[config.mk]
export PLATFORM = sky130hd
export DESIGN_NAME = poly_tonegen
export DESIGN_NICKNAME = d
export VERILOG_FILES = /design/src/rtl/synth_pkg.sv /design/src/rtl/tone_voice.sv /design/src/rtl/poly_tonegen.sv
export SDC_FILE = /design/constraint.sdc
export NUM_CORES = 1
export LEC_CHECK = 0
export BUFFER_PORTS_ARGS = -buffer_cell sky130_fd_sc_hd__buf_2
export CORE_MARGIN = 8
export CORE_UTILIZATION = 50
export DETAILED_ROUTE_END_ITERATION = 12
export GPL_TIMING_DRIVEN = 0
export MAX_ROUTING_LAYER = met4
export PLACE_DENSITY = 0.66
export SLEW_MARGIN = 30
export SYNTH_ARGS = -nofsm -noshare
export SYNTH_HDL_FRONTEND = slang
export SYNTH_SLANG_ARGS = --single-unit
[constraint.sdc]
create_clock -name clk -period 4.05 [get_ports clk]
set_input_delay 0 -clock clk [delete_from_list [all_inputs] [get_ports clk]]
set_output_delay 0 -clock clk [all_outputs]
set_load 0.03 [all_outputs]
[src/rtl/synth_pkg.sv]
// Shared definitions for the polyphonic tone generator.
// Provides the note period table, the default counter width and the
// ASCII key to half-period lookup used at trigger time.
package synth_pkg;

  localparam int unsigned CNT_W_DEFAULT = 19;

  localparam int unsigned P_A = 191110;
  localparam int unsigned P_W = 180388;
  localparam int unsigned P_S = 170265;
  localparam int unsigned P_E = 160705;
  localparam int unsigned P_D = 151685;
  localparam int unsigned P_F = 143172;
  localparam int unsigned P_T = 135138;
  localparam int unsigned P_G = 127551;
  localparam int unsigned P_Y = 120395;
  localparam int unsigned P_H = 113636;
  localparam int unsigned P_U = 107259;
  localparam int unsigned P_J = 101239;
  localparam int unsigned P_K = 95557;

  typedef struct packed {
    logic                     valid;
    logic [CNT_W_DEFAULT-1:0] period;
  } key_lut_t;

  // Unknown codes come back with valid=0 so the caller can ignore them.
  function automatic key_lut_t key_to_period(input logic [7:0] code);
    key_lut_t r;
    r.valid  = 1'b1;
    r.period = '0;
    case (code)
      8'h61:   r.period = CNT_W_DEFAULT'(P_A);
      8'h77:   r.period = CNT_W_DEFAULT'(P_W);
      8'h73:   r.period = CNT_W_DEFAULT'(P_S);
      8'h65:   r.period = CNT_W_DEFAULT'(P_E);
      8'h64:   r.period = CNT_W_DEFAULT'(P_D);
      8'h66:   r.period = CNT_W_DEFAULT'(P_F);
      8'h74:   r.period = CNT_W_DEFAULT'(P_T);
      8'h67:   r.period = CNT_W_DEFAULT'(P_G);
      8'h79:   r.period = CNT_W_DEFAULT'(P_Y);
      8'h68:   r.period = CNT_W_DEFAULT'(P_H);
      8'h75:   r.period = CNT_W_DEFAULT'(P_U);
      8'h6A:   r.period = CNT_W_DEFAULT'(P_J);
      8'h6B:   r.period = CNT_W_DEFAULT'(P_K);
      default: r.valid  = 1'b0;
    endcase
    return r;
  endfunction

endpackage

[src/rtl/tone_voice.sv]
// One square-wave voice with a fixed sounding time.
// Ports: clk/rst, load_i/load_key_i/load_period_i start or retrigger the
// voice; active_o, wave_o (square wave) and key_o report its state.
module tone_voice #(
  parameter int unsigned CNT_W       = 19,
  parameter int unsigned HOLD_CYCLES = 12_500_000,
  parameter int unsigned HOLD_W      = 25
) (
  input  logic             clk,
  input  logic             rst,
  input  logic             load_i,
  input  logic [7:0]       load_key_i,
  input  logic [CNT_W-1:0] load_period_i,
  output logic             active_o,
  output logic             wave_o,
  output logic [7:0]       key_o
);

  localparam logic [HOLD_W-1:0] HOLD_LAST = HOLD_W'(HOLD_CYCLES - 1);

  logic              active_q, active_d;
  logic              wave_q,   wave_d;
  logic [7:0]        key_q,    key_d;
  logic [CNT_W-1:0]  period_q, period_d;
  logic [CNT_W-1:0]  cnt_q,    cnt_d;
  logic [HOLD_W-1:0] hold_q,   hold_d;

  // Load has priority over release, so a retrigger on the last hold cycle keeps the voice alive.
  always_comb begin
    active_d = active_q;
    wave_d   = wave_q;
    key_d    = key_q;
    period_d = period_q;
    cnt_d    = cnt_q;
    hold_d   = hold_q;
    if (load_i) begin
      active_d = 1'b1;
      wave_d   = 1'b0;
      key_d    = load_key_i;
      period_d = load_period_i;
      cnt_d    = '0;
      hold_d   = '0;
    end else if (active_q) begin
      if (hold_q == HOLD_LAST) begin
        active_d = 1'b0;
        wave_d   = 1'b0;
        cnt_d    = '0;
        hold_d   = '0;
      end else begin
        hold_d = hold_q + HOLD_W'(1);
        if (cnt_q == period_q) begin
          cnt_d  = '0;
          wave_d = ~wave_q;
        end else begin
          cnt_d = cnt_q + CNT_W'(1);
        end
      end
    end
  end

  always_ff @(posedge clk) begin
    if (rst) begin
      active_q <= 1'b0;
      wave_q   <= 1'b0;
      key_q    <= '0;
      period_q <= '0;
      cnt_q    <= '0;
      hold_q   <= '0;
    end else begin
      active_q <= active_d;
      wave_q   <= wave_d;
      key_q    <= key_d;
      period_q <= period_d;
      cnt_q    <= cnt_d;
      hold_q   <= hold_d;
    end
  end

  assign active_o = active_q;
  assign wave_o   = wave_q;
  assign key_o    = key_q;

endmodule

[src/rtl/poly_tonegen.sv]
// Polyphonic keyboard tone generator.
// Ports: clk/rst; data (ASCII key), data_valid (rising edge = keypress),
// octave (period right shift); mix_out (count of high voices),
// active_mask (sounding voices), signal (1-bit sigma-delta speaker drive).
module poly_tonegen
  import synth_pkg::*;
#(
  parameter int unsigned NUM_VOICES  = 4,
  parameter int unsigned CNT_W       = CNT_W_DEFAULT,
  parameter int unsigned HOLD_CYCLES = 12_500_000,
  parameter int unsigned HOLD_W      = 25,
  parameter int unsigned MIX_W       = $clog2(NUM_VOICES + 1)
) (
  input  logic                  clk,
  input  logic                  rst,
  input  logic [7:0]            data,
  input  logic                  data_valid,
  input  logic [1:0]            octave,
  output logic [MIX_W-1:0]      mix_out,
  output logic [NUM_VOICES-1:0] active_mask,
  output logic                  signal
);

  localparam int unsigned PTR_W = (NUM_VOICES > 1) ? $clog2(NUM_VOICES) : 1;
  localparam int unsigned ACC_W = MIX_W + 1;

  logic                  prev_dv_q;
  logic [PTR_W-1:0]      steal_ptr_q, steal_ptr_d;
  logic [MIX_W-1:0]      mix_q, mix_d;
  logic [ACC_W-1:0]      acc_q, acc_d, sum_c;
  logic                  sig_q, sig_d;
  logic [NUM_VOICES-1:0] mask_q;

  key_lut_t              lut_c;
  logic                  trig_c;
  logic [CNT_W-1:0]      load_period_c;
  logic [NUM_VOICES-1:0] load_c;
  logic [NUM_VOICES-1:0] v_active;
  logic [NUM_VOICES-1:0] v_wave;
  logic [7:0]            v_key [NUM_VOICES];
  logic                  hit_found, free_found;
  logic [PTR_W-1:0]      hit_idx, free_idx;

  assign lut_c         = key_to_period(data);
  assign trig_c        = data_valid & ~prev_dv_q & lut_c.valid & ~rst;
  assign load_period_c = CNT_W'(lut_c.period >> octave);

  // Voice allocation: retrigger same key, else lowest free voice, else round-robin steal.
  always_comb begin
    load_c      = '0;
    steal_ptr_d = steal_ptr_q;
    hit_found   = 1'b0;
    free_found  = 1'b0;
    hit_idx     = '0;
    free_idx    = '0;
    // Descending scan so the lowest index is the one left standing.
    for (int i = int'(NUM_VOICES) - 1; i >= 0; i--) begin
      if (v_active[i] && (v_key[i] == data)) begin
        hit_found = 1'b1;
        hit_idx   = PTR_W'(i);
      end
      if (!v_active[i]) begin
        free_found = 1'b1;
        free_idx   = PTR_W'(i);
      end
    end
    if (trig_c) begin
      if (hit_found) begin
        load_c[hit_idx] = 1'b1;
      end else if (free_found) begin
        load_c[free_idx] = 1'b1;
      end else begin
        load_c[steal_ptr_q] = 1'b1;
        steal_ptr_d = (steal_ptr_q == PTR_W'(NUM_VOICES - 1)) ? '0 : steal_ptr_q + PTR_W'(1);
      end
    end
  end

  for (genvar g = 0; g < NUM_VOICES; g++) begin : g_voice
    tone_voice #(
      .CNT_W       (CNT_W),
      .HOLD_CYCLES (HOLD_CYCLES),
      .HOLD_W      (HOLD_W)
    ) u_voice (
      .clk           (clk),
      .rst           (rst),
      .load_i        (load_c[g]),
      .load_key_i    (data),
      .load_period_i (load_period_c),
      .active_o      (v_active[g]),
      .wave_o        (v_wave[g]),
      .key_o         (v_key[g])
    );
  end

  // Mixer popcount and first-order sigma-delta on the registered mix.
  always_comb begin
    mix_d = '0;
    for (int i = 0; i < int'(NUM_VOICES); i++) begin
      mix_d = mix_d + MIX_W'(v_active[i] & v_wave[i]);
    end
    sum_c = acc_q + ACC_W'(mix_q);
    if (sum_c >= ACC_W'(NUM_VOICES)) begin
      sig_d = 1'b1;
      acc_d = sum_c - ACC_W'(NUM_VOICES);
    end else begin
      sig_d = 1'b0;
      acc_d = sum_c;
    end
  end

  // prev_dv tracks data_valid through reset so a held level is never an event.
  always_ff @(posedge clk) begin
    prev_dv_q <= data_valid;
    if (rst) begin
      steal_ptr_q <= '0;
      mix_q       <= '0;
      acc_q       <= '0;
      sig_q       <= 1'b0;
      mask_q      <= '0;
    end else begin
      steal_ptr_q <= steal_ptr_d;
      mix_q       <= mix_d;
      acc_q       <= acc_d;
      sig_q       <= sig_d;
      mask_q      <= v_active;
    end
  end

  assign mix_out     = mix_q;
  assign active_mask = mask_q;
  assign signal      = sig_q;

endmodule

==> flow_summary.json, run 1 <==
{
  "cts_sinks": 303,
  "cts_root_buffer": "clkbuf_16",
  "fin_nets": 1951,
  "r2r_cells": 10,
  "synth_area_um2": 15600,
  "critPathMaxStageDelay_ns": 0.60,
  "r2r_end": "mix_out[1]$_SDFF_PP0_",
  "gp_congestion": 0.9285,
  "synth_flop_cell": "dfxtp_1",
  "whs_path_depth": 2,
  "synth_most_common_cell": "dfxtp_1",
  "hold_viol_final": 0,
  "clk_latency_ns": 0.54,
  "maxSlewViolCount": 0,
  "synth_warnings": 0,
  "cp.arrival_ns": 4.15,
  "crit_path_frequent_cell": "clkbuf_1",
  "diodes": 0,
  "outcome": "finished, final reports clean",
  "hold_ws_ns": 0.1413,
  "fin_setup_tns_ns": 0,
  "die-area_um2": 37100,
  "syn_avg_cell_area_um2": 8.359,
  "routed_wl_um": 44460,
  "die_w_um": 192.6,
  "cts_max_level": 2,
  "cpMaxStageDelayCell": "fa_1",
  "async_reset_ff_frac": 0,
  "synth_nets": 1898,
  "ys_top_cells_by_area": "dfxtp_1 39%, xor2_1 7.4%, xnor2_1 5.6%",
  "reg2reg_from": "g_voice[0].u_voice.active_o$_SDFF_PP0_",
  "grt-ovfl-total": 0,
  "clockBufferDepth": 3,
  "power.density_nw_per_um2": 374.1,
  "cts_made_buffers": 35,
  "wl_per_cell_um": 19.00,
  "syn2layout_area_growth_pct": 11.26,
  "die_h_um": 192.6,
  "cp_top_family": "buffers and inverters",
  "min_from": "data_valid",
  "drc": 0,
  "path_class": "reg -> reg",
  "post-synth-top-area-fraction": 0.3889,
  "layout-drive-gt1-share": 0.08025,
  "grt_pass1_wl_um": 71270,
  "cp-end-kind": "flop",
  "final-setup-viol-count": 0,
  "total_power_mw": 6.493,
  "dp_hpwl_um": 31070,
  "yosysSeqAreaShare": 0.3889,
  "relSlewSlack": 0.3089,
  "first_pass_iters": 5,
  "required_ns": 4.43,
  "whs_endpoint": "prev_dv_q$_DFF_P_",
  "pin_count": 21,
  "post_cts_buffers": 0,
  "clock_skew_ns": 0.03268,
  "fmax_mhz": 265.1,
  "postSynthCellCount": 1866,
  "grtUsageTotal": 0.2438,
  "via_count": 14070,
  "period_share": 0.9312,
  "cp_max_fo": 10,
  "vias_per_cell": 6.014,
  "peakVddDrop_v": 0.0002963,
  "utilization": 0.5659,
  "cts_tree": "built",
  "io_buffers": 14,
  "grt_pass1_vias": 13320,
  "hold_class": "in -> reg",
  "path_buf_inv": 5,
  "antenna_found_initial": 0,
  "yosysTopAreaCell": "dfxtp_1",
  "rows": 64,
  "initial_core_util": 0.5086,
  "synth_seq_cells": 303,
  "ant_nets": 0,
  "p_leak_nw": 6.207,
  "yosysUniqueCellTypes": 85,
  "synth-edff-count": 0,
  "ys_top_cells_by_count": "303 x dfxtp_1, 174 x nor2_1, 132 x xor2_1",
  "worst_pin_slew_ns": 1.037,
  "startpoint_type": "flop",
  "rsz0062_at_grt": "false",
  "grt_max_degree": 14,
  "worstPathCellList": "clkbuf_1 > clkbuf_2 > clkbuf_1 > clkbuf_1 > nand2_1 > fa_1 > inv_1 > ha_1 > ha_1 > nor2b_1",
  "period_needed_ns": 3.771,
  "drtIter0Drc": 1193,
  "core-area_um2": 30670,
  "path_clk_slew_ns": 0.06,
  "maxCapViolCount": 0,
  "r2r_slack_ns": 0.28
}
## registers in the layout, summed over array words and instances (netlist names)
name	cells
acc_q	4
active_mask	4
g_voice.u_voice.active_o	4
g_voice.u_voice.cnt_q	76
g_voice.u_voice.hold_q	100
g_voice.u_voice.key_o	32
g_voice.u_voice.period_q	72
g_voice.u_voice.wave_o	4
mix_out	3
prev_dv_q	1
signal	1
steal_ptr_q	2
## metal layers
layer  part of all wire  global-route usage  routed length [µm]  up-vias
li1                   -                   -                   -     6801
met1               0.46              0.3288               20610     6724
met2               0.45              0.3749               19970      451
met3              0.058             0.03126                2572       96
met4              0.029             0.07785                1297        0
met5                  0                   -                   0        -
## cells by family (layout without fill, tap and decap cells)
| kind of cell | count (synthesis) | count (layout) | share of synthesized area |
|---|---|---|---|
| simple gates | 758 | 758 | 0.2543 |
| compound gates | 367 | 367 | 0.1527 |
| flops | 303 | 303 | 0.3889 |
| xor+xnor | 232 | 232 | 0.1303 |
| buf+inv | 166 | 244 | 0.04364 |
| fa+ha+maj | 20 | 20 | 0.01684 |
| mux | 20 | 20 | 0.01339 |
## report_power, final
part / switching, mW / internal [mW] / leakage [nW]
Sequential: 0.00262 / 2.98 / 2.44
Clock: 1.30 / 1.88 / 0.562
Combinational: 0.244 / 0.0884 / 3.20
## cells in the final DEF (no fill, tap or decap), drive strengths merged, types with 13 or more instances in the layout
cell / count
nor2: 176
a21oi: 72
and2: 15
xor2: 132
clkbuf: 128
o22ai: 18
nand2b: 14
nor2b: 21
nand3: 85
a211oi: 13
dfxtp: 303
a31o: 18
ha: 17
mux2i: 16
xnor2: 100
or3: 15
and4: 18
nand4b: 13
nor4: 29
o21ai: 118
nand2: 120
nor3: 95
and3: 35
o211ai: 38
nand4: 70
buf: 54
inv: 47
## metrics by stage
step / setup slack, ns / area (µm²) / instances
floorplan: 1.331 / 15600 / 1866
detailed placement: 0.1819 / 16190 / 2277
global placement: 0.1818 / 16160 / 2276
global route: 0.09872 / 17360 / 2340
finish: 0.2785 / 17360 / 2340
CTS: 0.1719 / 17350 / 2340
## worst max path at each step
stage | start | to | slack (ns) | cells past startpoint
3_3_place_gp | g_voice[0].u_voice.active_o$_SDFF_PP0_ | mix_out[1]$_SDFF_PP0_ | 0.18 | 10
2_1_floorplan | g_voice[0].u_voice.active_o$_SDFF_PP0_ | mix_out[1]$_SDFF_PP0_ | 1.33 | 10
4_1_cts | g_voice[0].u_voice.active_o$_SDFF_PP0_ | mix_out[1]$_SDFF_PP0_ | 0.17 | 10
5_1_grt | g_voice[0].u_voice.active_o$_SDFF_PP0_ | mix_out[1]$_SDFF_PP0_ | 0.1 | 10
3_5_place_dp | g_voice[0].u_voice.active_o$_SDFF_PP0_ | mix_out[1]$_SDFF_PP0_ | 0.18 | 10
6_report | g_voice[0].u_voice.active_o$_SDFF_PP0_ | mix_out[1]$_SDFF_PP0_ | 0.28 | 10
## repair_timing
action / CTS / global route
hold endpoints to repair: 1 / 0
setup endpoints to repair: 0 / 1
hold buffers: 1 / 0
resized for setup: 0 / 2
## area by class of cell
class                           count  area (µm²)
Tap cell                          396       495.5
Fill cell                        2812       13310
Multi-Input combinational cell   1397        8866
Clock inverter                     15       156.4
Sequential cell                   303        6066
Inverter                           46       172.7
Buffer                            120       509.2
Timing Repair Buffer               16       87.58
Clock buffer                       47        1002
(Power assumes the default switching activity.)
==> run 2, diff against run 1 <==
--- a/config.mk
+++ b/config.mk
@@ -8,9 +8,9 @@
 export BUFFER_PORTS_ARGS = -buffer_cell sky130_fd_sc_hd__buf_2
 export CORE_MARGIN = 8
 export CORE_UTILIZATION = 50
+export CTS_CLUSTER_DIAMETER = 40
 export DETAILED_ROUTE_END_ITERATION = 12
 export GPL_TIMING_DRIVEN = 0
-export MAX_ROUTING_LAYER = met4
 export PLACE_DENSITY = 0.66
 export SLEW_MARGIN = 30
 export SYNTH_ARGS = -nofsm -noshare
==> run 2 against run 1 <==
  * Sequential power about the same
  * Die area unchanged
  * Count of clock-buffer cells in the layout rose by 12
  * Utilization is 1.3 points higher
  * Final cell count grew 0.90%
  * Sequential cell count stayed put
  * Maximum frequency rose by 0.57%
  * Via count rose by 1.3%
==> flow_summary.json, run 2 (synthesized netlist as in run 1, its figures left out) <==
{
  "wl_per_cell_um": 18.94,
  "grt-ovfl-total": 0,
  "p_leak_nw": 6.403,
  "gp_congestion": 0.9345,
  "hold_class": "in -> reg",
  "cp_max_fo": 10,
  "final_common_cell": "dfxtp_1",
  "rsz0062_at_grt": "false",
  "first_pass_iters": 6,
  "cts_sinks": 303,
  "die_w_um": 192.6,
  "multi_input_area_um2": 8866,
  "ant_nets": 0,
  "grt_pass1_vias": 13440,
  "antenna_found_initial": 0,
  "final-setup-viol-count": 0,
  "seqCellArea_um2": 6066,
  "largest_reg_flops": 100,
  "post_cts_buffers": 0,
  "clock_skew_ns": 0.02757,
  "io_buffers": 14,
  "total_power_mw": 7.296,
  "cts_root_buffer": "clkbuf_16",
  "drc": 0,
  "diodes": 0,
  "grtUsageTotal": 0.2404,
  "fin_nets": 1961,
  "cp-end-kind": "flop",
  "power.density_nw_per_um2": 411.1,
  "path_class": "reg -> reg",
  "place_inst": 2277,
  "fmax_mhz": 266.7,
  "vias_per_cell": 6.036,
  "die_h_um": 192.6,
  "via_count": 14250,
  "fillers": 2833,
  "initial_core_util": 0.5086,
  "r2r_cells": 9,
  "period_share": 0.9260,
  "grt_max_degree": 12,
  "path_clk_slew_ns": 0.05,
  "regMostFlops": "g_voice.u_voice.hold_q",
  "layout_common_cells": "303 x dfxtp_1, 174 x nor2_1, 132 x xor2_1",
  "core-area_um2": 30670,
  "peakVddDrop_v": 0.0003556,
  "critPathLaunch": "g_voice[0].u_voice.active_o$_SDFF_PP0_",
  "hold_ws_ns": 0.1052,
  "hold_viol_final": 0,
  "r2r_end": "mix_out[1]$_SDFF_PP0_",
  "syn2layout_area_growth_pct": 13.79,
  "cts_resized": 0,
  "clockBufferDepth": 3,
  "cts_made_buffers": 46,
  "outcome": "finished, final reports clean",
  "fin_setup_tns_ns": 0,
  "drtIter0Drc": 1181,
  "reg2reg_from": "g_voice[0].u_voice.active_o$_SDFF_PP0_",
  "utilization": 0.5787,
  "layout-drive-gt1-share": 0.08957,
  "rows": 64,
  "pin_count": 21,
  "cp-endpoint": "mix_out[1]$_SDFF_PP0_",
  "layout.cells.non_filler": 2361,
  "cp.arrival_ns": 4.16,
  "maxSlewViolCount": 0,
  "startpoint_type": "flop",
  "period_needed_ns": 3.750,
  "clk_latency_ns": 0.57,
  "routed_wl_um": 44730,
  "top_regs": "g_voice.u_voice.hold_q x100, g_voice.u_voice.cnt_q x76, g_voice.u_voice.period_q x72",
  "maxCapViolCount": 0,
  "cts_tree": "built",
  "dp_hpwl_um": 31020,
  "relSlewSlack": 0.2917,
  "worst_pin_slew_ns": 1.033,
  "cts_max_level": 2,
  "grt_pass1_wl_um": 72040,
  "die-area_um2": 37100,
  "r2r_slack_ns": 0.30,
  "required_ns": 4.46
}
run 2: changes by cell type in the layout (fill, tap and decap cells not counted), sizes merged:
cell | before | now
bufinv | 2 | 4
clkbuf | 128 | 139
clkinv | 8 | 13
clkinvlp | 4 | 3
inv | 47 | 51
run 2: worst min-delay path by stage:
stage               start           endpoint  slack (ns)  cells past startpoint
2_1_floorplan  data_valid  prev_dv_q$_DFF_P_        0.03                      0
3_5_place_dp   data_valid  prev_dv_q$_DFF_P_        0.12                      1
3_3_place_gp   data_valid  prev_dv_q$_DFF_P_        0.12                      1
4_1_cts        data_valid  prev_dv_q$_DFF_P_        0.08                      2
5_1_grt        data_valid  prev_dv_q$_DFF_P_        0.09                      2
6_report       data_valid  prev_dv_q$_DFF_P_        0.11                      2
run 2: critical path: stages, from the launching register on:
cell,delay (ns)
dfxtp_1,0.70
clkbuf_1,0.59
clkbuf_1,0.40
clkbuf_1,0.42
nand2_1,0.24
fa_1,0.59
inv_1,0.07
ha_1,0.20
ha_1,0.26
nor2b_1,0.12
run 2: where the power goes:
group | internal (mW) | leakage (nW) | switching, mW | total [mW]
Combinational | 0.0883 | 3.20 | 0.241 | 0.330
Clock | 2.51 | 0.763 | 1.47 | 3.98
Sequential | 2.99 | 2.44 | 0.00317 | 2.99
Total | 5.58 | 6.40 | 1.71 | 7.30
run 2: layer usage:
| metal | wire (µm) | part of all wire | track usage |
|---|---|---|---|
| met2 | 19950 | 0.45 | 0.3761 |
| met4 | 1418 | 0.032 | 0.09783 |
| met5 | 0 | 0 | 0 |
| met1 | 20540 | 0.46 | 0.3262 |
| met3 | 2817 | 0.063 | 0.03777 |
run 2: timing repair:
action / 4_1_cts / 5_1_grt
endpoints found under the hold margin: 1 / 0
endpoints found under the setup margin: 0 / 3
hold buffers: 1 / 0
run 2: final cells by class:
type / count / share of cell area
clock inverter: 25 / 0.01558
buffer: 119 / 0.02841
inverter: 46 / 0.009728
tap: 396 / 0.02791
sequential: 303 / 0.3417
clock buffer: 59 / 0.07218
multi-input combinational: 1397 / 0.4995
timing repair buffer: 16 / 0.004934
run 2: through the flow:
stage	area (µm²)	setup slack [ns]
after floorplan	15600	1.331
after global placement	16160	0.1239
after detailed placement	16190	0.09062
after CTS	17750	0.07509
after global routing	17750	0.04953
final	17750	0.2999
==> run 3, diff against run 2 <==
--- a/config.mk
+++ b/config.mk
@@ -6,12 +6,15 @@
 export NUM_CORES = 1
 export LEC_CHECK = 0
 export BUFFER_PORTS_ARGS = -buffer_cell sky130_fd_sc_hd__buf_2
+export CELL_PAD_IN_SITES_DETAIL_PLACEMENT = 1
+export CELL_PAD_IN_SITES_GLOBAL_PLACEMENT = 1
 export CORE_MARGIN = 8
 export CORE_UTILIZATION = 50
 export CTS_CLUSTER_DIAMETER = 40
 export DETAILED_ROUTE_END_ITERATION = 12
 export GPL_TIMING_DRIVEN = 0
-export PLACE_DENSITY = 0.66
+export PLACE_DENSITY_LB_ADDON = 0.1
+export SKIP_LAST_GASP = 1
 export SLEW_MARGIN = 30
 export SYNTH_ARGS = -nofsm -noshare
 export SYNTH_HDL_FRONTEND = slang
==> run 3 against run 2 <==
  * Sequential power about the same
  * Clock skew is 0.0058 ns lower
  * Routed wire length grew 14%
  * Setup slack improved by 0.021 ns
  * Register-to-register slack better by 0.02 ns
  * Combinational power is 2% higher
  * Utilization shrank 0.094 points
  * Total power decreased by 0.58%
  * Highest routed layer unchanged
==> flow_summary.json, run 3 (synthesized netlist as in run 1, its figures left out) <==
{
  "final_common_cell": "dfxtp_1",
  "core-area_um2": 30670,
  "vias_per_cell": 6.261,
  "die_h_um": 192.6,
  "regMostFlops": "g_voice.u_voice.hold_q",
  "worstPathCellList": "clkbuf_1 > clkbuf_1 > clkbuf_1 > nand2_1 > fa_1 > inv_1 > ha_1 > ha_1 > nor2b_1",
  "total_power_mw": 7.253,
  "gp_congestion": 0.9448,
  "period_share": 0.9207,
  "fillers": 3662,
  "path_clk_slew_ns": 0.06,
  "path_class": "reg -> reg",
  "hold_class": "in -> reg",
  "antenna_found_initial": 0,
  "cpMaxStageDelayCell": "dfxtp_1",
  "maxSlewViolCount": 0,
  "dp_hpwl_um": 35280,
  "grt-ovfl-total": 0,
  "clockBufferDepth": 3,
  "outcome": "finished, final reports clean",
  "layout-drive-gt1-share": 0.09063,
  "grtUsageTotal": 0.2751,
  "drtIter0Drc": 1241,
  "drc": 0,
  "via_count": 14780,
  "critPathMaxStageDelay_ns": 0.66,
  "fmax_mhz": 268.2,
  "cts_sinks": 303,
  "worst_pin_slew_ns": 1.103,
  "cp-end-kind": "flop",
  "cts_made_buffers": 45,
  "grt_pass1_wl_um": 82010,
  "fin_nets": 1960,
  "die-area_um2": 37100,
  "cp.arrival_ns": 4.16,
  "grt_max_degree": 14,
  "cts_root_buffer": "clkbuf_16",
  "wl_per_cell_um": 21.67,
  "clk_latency_ns": 0.58,
  "grt_pass1_vias": 15120,
  "final-setup-viol-count": 0,
  "clock_skew_ns": 0.02178,
  "pin_count": 21,
  "place_inst": 2277,
  "die_w_um": 192.6,
  "first_pass_iters": 5,
  "cts_max_level": 2,
  "fin_setup_tns_ns": 0,
  "largest_reg_flops": 100,
  "top_regs": "g_voice.u_voice.hold_q x100, g_voice.u_voice.cnt_q x76, g_voice.u_voice.period_q x72",
  "layout_common_cells": "303 x dfxtp_1, 174 x nor2_1, 132 x xor2_1",
  "cts_resized": 0,
  "initial_core_util": 0.5086,
  "p_leak_nw": 6.384,
  "routed_wl_um": 51130,
  "period_needed_ns": 3.729,
  "rsz0062_at_grt": "false",
  "diodes": 0,
  "rows": 64,
  "cts_tree": "built",
  "io_buffers": 14,
  "peakVddDrop_v": 0.0003319,
  "required_ns": 4.48,
  "crit_path_frequent_cell": "clkbuf_1",
  "startpoint_type": "flop",
  "relSlewSlack": 0.2644,
  "power.density_nw_per_um2": 409.3,
  "maxCapViolCount": 0,
  "post_cts_buffers": 0,
  "hold_viol_final": 0,
  "hold_ws_ns": 0.08895,
  "syn2layout_area_growth_pct": 13.60,
  "layout.cells.non_filler": 2360,
  "ant_nets": 0,
  "cp_max_fo": 10
}
==> run 3: worst paths after layout <==
check	startpoint	endpoint	slack (ns)	cells after the start
max	g_voice[0].u_voice.active_o$_SDFF_PP0_	mix_out[1]$_SDFF_PP0_	0.32	9
min	data_valid	prev_dv_q$_DFF_P_	0.09	2
max reg2reg	g_voice[0].u_voice.active_o$_SDFF_PP0_	mix_out[1]$_SDFF_PP0_	0.32	9
min reg2reg	g_voice[0].u_voice.key_o[6]$_SDFFE_PP0P_	g_voice[0].u_voice.key_o[6]$_SDFFE_PP0P_	0.47	1
==> run 3: critical path, delay by kind of cell (launching register included) <==
family,cells,cell delay (ns)
AND/OR/NAND/NOR,2,0.40
adder cells (fa/ha/maj),3,1.05
flip-flops,1,0.66
buffers and inverters,4,1.46
==> run 3: where the power goes <==
| group | internal, mW | switching (mW) | leakage, nW | total, mW |
|---|---|---|---|---|
| combinational | 0.0885 | 0.250 | 3.20 | 0.338 |
| sequential | 2.99 | 0.00332 | 2.44 | 2.99 |
| clock | 2.39 | 1.54 | 0.741 | 3.93 |
| total | 5.46 | 1.79 | 6.38 | 7.25 |
==> run 3: timing repair <==
action                                 CTS  global route
endpoints found under the hold margin    1             0
hold buffers                             1             0
setup endpoints to repair                0             1
==> run 3: layer usage <==
layer / share of wire / vias to the layer above / GRT usage
met5: 0 / - / 0
met1: 0.45 / 7379 / 0.3619
met2: 0.47 / 428 / 0.4516
li1: - / 6842 / -
met3: 0.048 / 128 / 0.04156
met4: 0.031 / 0 / 0.09900
==> run 3: layout make-up <==
class                           instances  area, µm²  area share
Clock inverter                         29      306.5     0.01730
Timing Repair Buffer                   16      87.58    0.004942
Multi-Input combinational cell       1397       8866      0.5003
Buffer                                119      505.5     0.02853
Tap cell                              396      495.5     0.02796
Sequential cell                       303       6066      0.3423
Inverter                               46      172.7    0.009744
Clock buffer                           54       1221     0.06891
==> run 3: stage by stage <==
stage	worst slack, ns	instance area [µm²]	util
after floorplan	1.331	15600	-
after global placement	0.2547	16160	0.5270
after detailed placement	0.2163	16190	0.5278
after CTS	0.1986	17720	0.5779
after global routing	0.1141	17720	0.5778
final	0.3211	17720	0.5778
